$ cat config.mk
export PLATFORM = sky130hd
export DESIGN_NAME = riscv_main_fsm
export DESIGN_NICKNAME = d
export VERILOG_FILES = /design/src/rtl/riscv_main_fsm.sv
export SDC_FILE = /design/constraint.sdc
export NUM_CORES = 1
export LEC_CHECK = 0
export BUFFER_PORTS_ARGS = -buffer_cell sky130_fd_sc_hd__buf_2
export CORE_MARGIN = 2
export CORE_UTILIZATION = 56
export CTS_CLUSTER_DIAMETER = 60
export DETAILED_ROUTE_END_ITERATION = 8
export PLACE_DENSITY = 0.85
export SYNTH_ARGS = -nofsm -noshare
export SYNTH_HDL_FRONTEND = slang
export SYNTH_SLANG_ARGS = --single-unit
$ cat constraint.sdc
create_clock -name clk -period 3.1 [get_ports clk]
set_input_delay 0.62 -clock clk [delete_from_list [all_inputs] [get_ports clk]]
set_output_delay 0.62 -clock clk [all_outputs]
set_load 0.02 [all_outputs]
$ cat src/rtl/riscv_main_fsm.sv
// Main controller FSM for the multicycle RISC-V datapath: sequences fetch/decode/execute/
// memory/writeback, traps illegal opcodes and counts retired instructions. `define LUI_EN adds lui.
module riscv_main_fsm #(
  parameter int INSTRET_W = 32
) (
  input  logic                 clk,
  input  logic                 reset,
  input  logic [6:0]           op,
  input  logic                 mem_ready,
  output logic                 adr_src,
  output logic                 ir_write,
  output logic [1:0]           alu_src_a,
  output logic [1:0]           alu_src_b,
  output logic [1:0]           alu_op,
  output logic [1:0]           result_src,
  output logic                 pc_update,
  output logic                 branch,
  output logic                 reg_write,
  output logic                 mem_write,
  output logic                 illegal,
  output logic [INSTRET_W-1:0] instret
);

  localparam logic [6:0] OP_LOAD   = 7'b0000011;
  localparam logic [6:0] OP_STORE  = 7'b0100011;
  localparam logic [6:0] OP_RTYPE  = 7'b0110011;
  localparam logic [6:0] OP_ITYPE  = 7'b0010011;
  localparam logic [6:0] OP_JAL    = 7'b1101111;
  localparam logic [6:0] OP_BRANCH = 7'b1100011;
`ifdef LUI_EN
  localparam logic [6:0] OP_LUI    = 7'b0110111;
`endif

  // Mux-select encodings shared with the datapath.
  localparam logic [1:0] SRCA_PC    = 2'b00;
  localparam logic [1:0] SRCA_OLDPC = 2'b01;
  localparam logic [1:0] SRCA_RS1   = 2'b10;
  localparam logic [1:0] SRCA_ZERO  = 2'b11;
  localparam logic [1:0] SRCB_RS2   = 2'b00;
  localparam logic [1:0] SRCB_IMM   = 2'b01;
  localparam logic [1:0] SRCB_FOUR  = 2'b10;
  localparam logic [1:0] ALUOP_ADD  = 2'b00;
  localparam logic [1:0] ALUOP_SUB  = 2'b01;
  localparam logic [1:0] ALUOP_FUNC = 2'b10;
  localparam logic [1:0] RES_ALUOUT = 2'b00;
  localparam logic [1:0] RES_RDATA  = 2'b01;
  localparam logic [1:0] RES_ALU    = 2'b10;

  typedef enum logic [3:0] {
    S_FETCH    = 4'd0,
    S_DECODE   = 4'd1,
    S_MEMADR   = 4'd2,
    S_MEMREAD  = 4'd3,
    S_MEMWB    = 4'd4,
    S_MEMWRITE = 4'd5,
    S_EXECUTER = 4'd6,
    S_EXECUTEI = 4'd7,
    S_JAL      = 4'd8,
    S_ALUWB    = 4'd9,
    S_BEQ      = 4'd10,
    S_ILLEGAL  = 4'd11,
    S_LUI      = 4'd12
  } state_t;

  state_t state, state_next;
  logic   retire;

  // An instruction retires on the edge that leaves its last state.
  assign retire = (state == S_MEMWB) || (state == S_ALUWB) || (state == S_BEQ) ||
                  ((state == S_MEMWRITE) && mem_ready);

  // NOTE: sequential state uses non-blocking assignments so every register samples
  // pre-edge values regardless of process ordering.
  always_ff @(posedge clk) begin
    if (!reset) begin
      state   <= S_FETCH;
      instret <= '0;
    end else begin
      state <= state_next;
      if (retire) instret <= instret + INSTRET_W'(1);
    end
  end

  // NOTE: every output and next-state is defaulted first so no path through the case
  // leaves a variable unassigned, which would infer a latch.
  always_comb begin
    state_next = state;
    adr_src    = 1'b0;
    ir_write   = 1'b0;
    alu_src_a  = SRCA_PC;
    alu_src_b  = SRCB_RS2;
    alu_op     = ALUOP_ADD;
    result_src = RES_ALUOUT;
    pc_update  = 1'b0;
    branch     = 1'b0;
    reg_write  = 1'b0;
    mem_write  = 1'b0;
    illegal    = 1'b0;

    case (state)
      S_FETCH: begin
        alu_src_a  = SRCA_PC;
        alu_src_b  = SRCB_FOUR;
        result_src = RES_ALU;
        ir_write   = mem_ready;
        pc_update  = mem_ready;
        if (mem_ready) state_next = S_DECODE;
      end
      S_DECODE: begin
        alu_src_a = SRCA_OLDPC;
        alu_src_b = SRCB_IMM;
        case (op)
          OP_LOAD, OP_STORE: state_next = S_MEMADR;
          OP_RTYPE:          state_next = S_EXECUTER;
          OP_ITYPE:          state_next = S_EXECUTEI;
          OP_JAL:            state_next = S_JAL;
          OP_BRANCH:         state_next = S_BEQ;
`ifdef LUI_EN
          OP_LUI:            state_next = S_LUI;
`endif
          default:           state_next = S_ILLEGAL;
        endcase
      end
      S_MEMADR: begin
        alu_src_a  = SRCA_RS1;
        alu_src_b  = SRCB_IMM;
        state_next = (op == OP_LOAD) ? S_MEMREAD : S_MEMWRITE;
      end
      S_MEMREAD: begin
        adr_src = 1'b1;
        if (mem_ready) state_next = S_MEMWB;
      end
      S_MEMWB: begin
        result_src = RES_RDATA;
        reg_write  = 1'b1;
        state_next = S_FETCH;
      end
      S_MEMWRITE: begin
        // Write strobe is held for the whole access, not just the completing cycle.
        adr_src   = 1'b1;
        mem_write = 1'b1;
        if (mem_ready) state_next = S_FETCH;
      end
      S_EXECUTER: begin
        alu_src_a  = SRCA_RS1;
        alu_src_b  = SRCB_RS2;
        alu_op     = ALUOP_FUNC;
        state_next = S_ALUWB;
      end
      S_EXECUTEI: begin
        alu_src_a  = SRCA_RS1;
        alu_src_b  = SRCB_IMM;
        alu_op     = ALUOP_FUNC;
        state_next = S_ALUWB;
      end
      S_JAL: begin
        alu_src_a  = SRCA_OLDPC;
        alu_src_b  = SRCB_FOUR;
        pc_update  = 1'b1;
        state_next = S_ALUWB;
      end
      S_ALUWB: begin
        reg_write  = 1'b1;
        state_next = S_FETCH;
      end
      S_BEQ: begin
        alu_src_a  = SRCA_RS1;
        alu_src_b  = SRCB_RS2;
        alu_op     = ALUOP_SUB;
        branch     = 1'b1;
        state_next = S_FETCH;
      end
      S_ILLEGAL: begin
        illegal    = 1'b1;
        state_next = S_ILLEGAL;
      end
`ifdef LUI_EN
      S_LUI: begin
        alu_src_a  = SRCA_ZERO;
        alu_src_b  = SRCB_IMM;
        state_next = S_ALUWB;
      end
`endif
      default: state_next = S_FETCH;
    endcase
  end

endmodule

* Word level (Yosys, flattened, before mapping) *
Index checks and enable logic that the tools add are counted.

storage, ports and cells
  bits in registers = 36
  bits in latches = 0
  memory bits (writable) = 0
  bits in read-only memories = 0
  input port bits = 10
  output and inout port bits = 47
  logic and storage cells = 55
  memories = 0

operators by class
  $add $sub $neg = 1
  multipliers = 0
  divide/modulo/power cells = 0
  $lt $le $gt $ge = 0
  equality and inequality tests = 20
  shift operators = 0
  mux-type cells = 17
  bitwise logic cells = 0
  reductions and logical operators = 15

operator list
  cell                                                              count
  32-bit by 1-bit adder with 32-bit output (second input constant)  1
  4-bit case mux with 7 select lines                                1
  4-bit case mux with 5 select lines                                1
  4-bit by 3-bit == test with 1-bit output (second input constant)  4
  4-bit == test (second input constant)                             4
  2-bit case mux with 2 select lines                                4
  7-bit by 6-bit == test with 1-bit output (second input constant)  2
  7-bit == test (second input constant)                             2
  4-bit two-way mux                                                 3
  2-bit OR reduction                                                6
  4-bit by 2-bit == test with 1-bit output (second input constant)  2
  7-bit by 2-bit == test with 1-bit output (second input constant)  1
  7-bit by 5-bit == test with 1-bit output (second input constant)  1
  1-bit two-way mux                                                 6
  2-bit != test (second input constant)                             3
  3-bit OR reduction                                                2
  4-bit by 1-bit == test with 1-bit output (second input constant)  1
  4-bit zero test                                                   1
  4-bit OR reduction                                                1
  1-bit logical OR                                                  3
  3-bit two-way mux                                                 1
  3-bit AND reduction                                               1
  1-bit case mux with 2 select lines                                1
  1-bit logical AND                                                 1

* Depth between registers and ports, before layout *
  word-level depth = 4
  depth in mapped cells = 7
  depth with buffers taken out = 6

* Least setup slack after synthesis *
OpenSTA, ideal clock, no wires.

  path kind = register -> output
  start = register state[0]
  end = output ir_write
  arrival time = 1743 ps
  required time = 2480 ps
  slack = 737 ps
  cell stages (with the launch flop) = 5
  buffers on the path = 2
  cells stage by stage = dfxtp_1 buf_2 buf_1 nor4_1 and2_1

between the ends
  longest elaborated chain between the ends = 2

RTL lines
  item                      RTL line  text
  start: declaration        65        state_t state, state_next;
  start signal: assignment  79        state <= state_next;
  4-bit zero test           100       case (state)
  1-bit two-way mux         100
  end: declaration          11        output logic ir_write,

Every way passes these cells.

* Worst setup path in the final report *
  start = register state[1]
  end = register instret[15]

between the ends
  longest elaborated chain between the ends = 4
  elaborated cells on any way between the ends = 8
  those cells by class = 4 x eq/ne; 4 x reduce/logical

RTL lines
  item                                                                              RTL line  text
  4-bit by 3-bit == test with 1-bit output / 4-bit == test (equally long branches)  69        assign retire = (state == S_MEMWB) || (state == S_ALUWB) || (state == S_BEQ) ||
  1-bit logical OR (2 in series)                                                    69
  1-bit logical OR *                                                                69
  end signal: assignment                                                            80        if (retire) instret <= instret + INSTRET_W'(1);
  end: declaration                                                                  21        output logic [INSTRET_W-1:0] instret

Every way passes the cells marked *; elsewhere a longest branch is shown, timed or not.
A chain may end at the register's enable or synchronous reset.

==> summary.md <==
| Metric | Value |
|---|---|
| Die ar. | `4180 um2` |
| DP Area | `2350 um2` |
| Via density | `5.74` |
| Setup Skew | `7.10 ps` |
| Clk slew on worst S/H paths | `70 ps` |
| Seq cells post-synth | `36` |
| Share of cells above drive strength 1 | `22.7%` |
| Die extent in x | `64.7 um` |
| Synth Cell Area | `2060 um2` |
| Port Buf Inserts | `56` |
| Post-layout nets | `327` |
| Worst vdd ir | `0.398 mV` |
| Slew Viols, Final | `0` |
| Root buf cell | `clkbuf_8` |
| Max clock buf depth | `2` |
| Final cycle utilization of the critical path | `81.0%` |
| Worst Tran Pin Value | `590 ps` |
| Hold WS | `478 ps` |
| Row count | `22` |
| Top cells by area, synth | `dfxtp_1, xnor2_1, nor2_1, a21oi_1, nand2_1` |
| Leakage power | `0.907 nW` |
| Max_slew headroom | `60.7%` |
| Crit Path Class | `reg2reg` |
| Vias in the first global route | `1848` |
| Post-synth top cells | `dfxtp_1, nor2_1, nand2_1` |
| Num Clock Sinks | `36` |
| Largest net degree at the start of global routing | `24` |
| R2R setup slack | `590 ps` |
| GRT Total Usage | `23.9%` |
| Total Wirelength | `4.74 mm` |
| CTS H-tree depth | `2` |
| Post-synth EDFFs | `0` |
| Power Total | `1.46 mW` |
| PD cells | `599 nW/um2` |
| Initial Utilization | `57.1%` |
| Crit-path max FO | `18` |
| Drt drc | `0` |
| Sequential cell area fraction in the yosys report | `35.0%` |
| Core area | `3610 um2` |
| Hold_sp | `instret[31]` |
| Inserted Clock Buffers | `5` |
| DP HPWL | `3.39 mm` |
| CTS tree | `built` |
| Critical Path Source Type | `flop` |
| Die Y | `64.7 um` |
| Number of max-cap violations | `0` |
| Synth top area share | `35.0%` |
| Worst reg2reg startpoint | `state[1]` |
| Area growth syn-to-layout | `18.5%` |
| Iteration-0 DRC Markers | `227` |
| Drt wl/cell | `13.0 um` |
| Achievable clock frequency | `0.398 GHz` |
| Most common cell in the synthesized netlist | `dfxtp_1` |
| Final min period | `2510 ps` |
| Yosys warning total | `0` |
| Min-Delay Path Depth | `2` |
| Status | `completed` |
| Endpoint type of the worst setup path | `flop` |
| Post-synth ARST share | `0%` |
| Drt first pass iters | `4` |
| Pre-CTS WS | `629 ps` |
| Final Setup Violations | `0` |
| Vias | `2094` |
| Final Cell Area | `2440 um2` |
| Synth unique cells | `46` |
| Setup TNS Final | `0 ps` |
| R2R Path End | `instret[15]` |
| Min-Delay Path Class | `reg2reg` |
| Setup Buffers After CTS | `0` |
| Global-route wire length before repair | `7.98 mm` |
| Antenna diode count | `0` |
| Final Instance Count excl. Fillers | `365` |
| Mapped Nets | `278` |
| Initial antenna violation count | `0` |
| Post-synthesis area per instance | `7.72 um2` |
| Endpoints failing hold | `0` |
| Cell taking the most area after synthesis | `dfxtp_1` |
| RSZ-0062 raised after global routing | `no` |
| Post-Place Cells | `357` |
| CTS resizes | `0` |
| Ys flop type | `dfxtp_1` |
| WP data required | `3310 ps` |
| Remaining Overflow, GRT | `0` |
| Final ANT Viol Nets | `0` |
| Final design utilization | `67.7%` |
| Setup ws final | `589 ps` |
| Worst R2R Path Depth | `5` |
| Hold_buf cts | `0` |
| Gpl congestion | `0.819` |
| Top-level I/O count | `57` |
| Arr. time, crit path | `2730 ps` |
| Clk_lat worst skew | `290 ps` |
| Post-Syn Instances | `267` |
| Hold EP | `instret[31]` |
==> critical path, stage by stage (launching register included) <==
cell	delay (ps)
dfxtp_1	690
xnor2_1	310
o32a_4	340
or4_1	690
nor4_1	250
o21bai_1	160
==> routing by layer <==
metal	global-route usage, %	vias to the layer above	share of wire (%)
li1	-	1058	-
met1	30.5	966	46
met2	39.5	59	48
met3	4.86	11	4.2
met4	10.1	0	2.2
met5	0	-	0
==> power by group <==
group          switching, mW  internal [mW]  leakage, nW
combinational          0.368          0.227        0.572
sequential            0.0398          0.486        0.290
clock                  0.162          0.180       0.0445
total                  0.570          0.893        0.907
==> logic make-up (layout without fill, tap and decap cells) <==
logic type | count (synthesis) | after routing | synth area share [%]
xor+xnor | 18 | 18 | 7.65
mux | 1 | 1 | 0.486
buf+inv | 26 | 76 | 5.46
simple gates | 129 | 129 | 32.7
fa+ha+maj | 1 | 1 | 0.607
flops | 36 | 36 | 35.0
compound gates | 56 | 56 | 18.2
==> flip-flops by register name (all words and copies together) (netlist names) <==
register,count
state,4
instret,32
==> layout make-up <==
cell class	instances	area, um2
Clock inverter	1	7.51
Inverter	8	30.0
Tap cell	48	60.1
Clock buffer	7	86.3
Fill cell	321	1160
Timing Repair Buffer	60	310
Sequential cell	36	721
Multi-Input combinational cell	205	1230
==> worst max path at each step <==
stage,to,cells after the start,slack [ps],start
after floorplan,ir_write,4,740,state[0]
after global placement,instret[27],6,730,mem_ready
after detailed placement,instret[17],5,630,state[1]
after CTS,instret[15],5,580,state[1]
after global routing,instret[31],5,410,state[1]
final,instret[15],5,590,state[1]
==> placed cells by master, fill, tap and decap left out, drive strengths merged, types with 9 or more instances in the layout <==
| cell | count |
|---|---|
| nand2 | 21 |
| nor4 | 11 |
| dfxtp | 36 |
| nand4 | 9 |
| a21oi | 17 |
| o21ai | 15 |
| nor3 | 13 |
| buf | 60 |
| nand3 | 12 |
| or3 | 11 |
| xnor2 | 16 |
| nor2 | 31 |
Power figures use the tool's default switching activity.
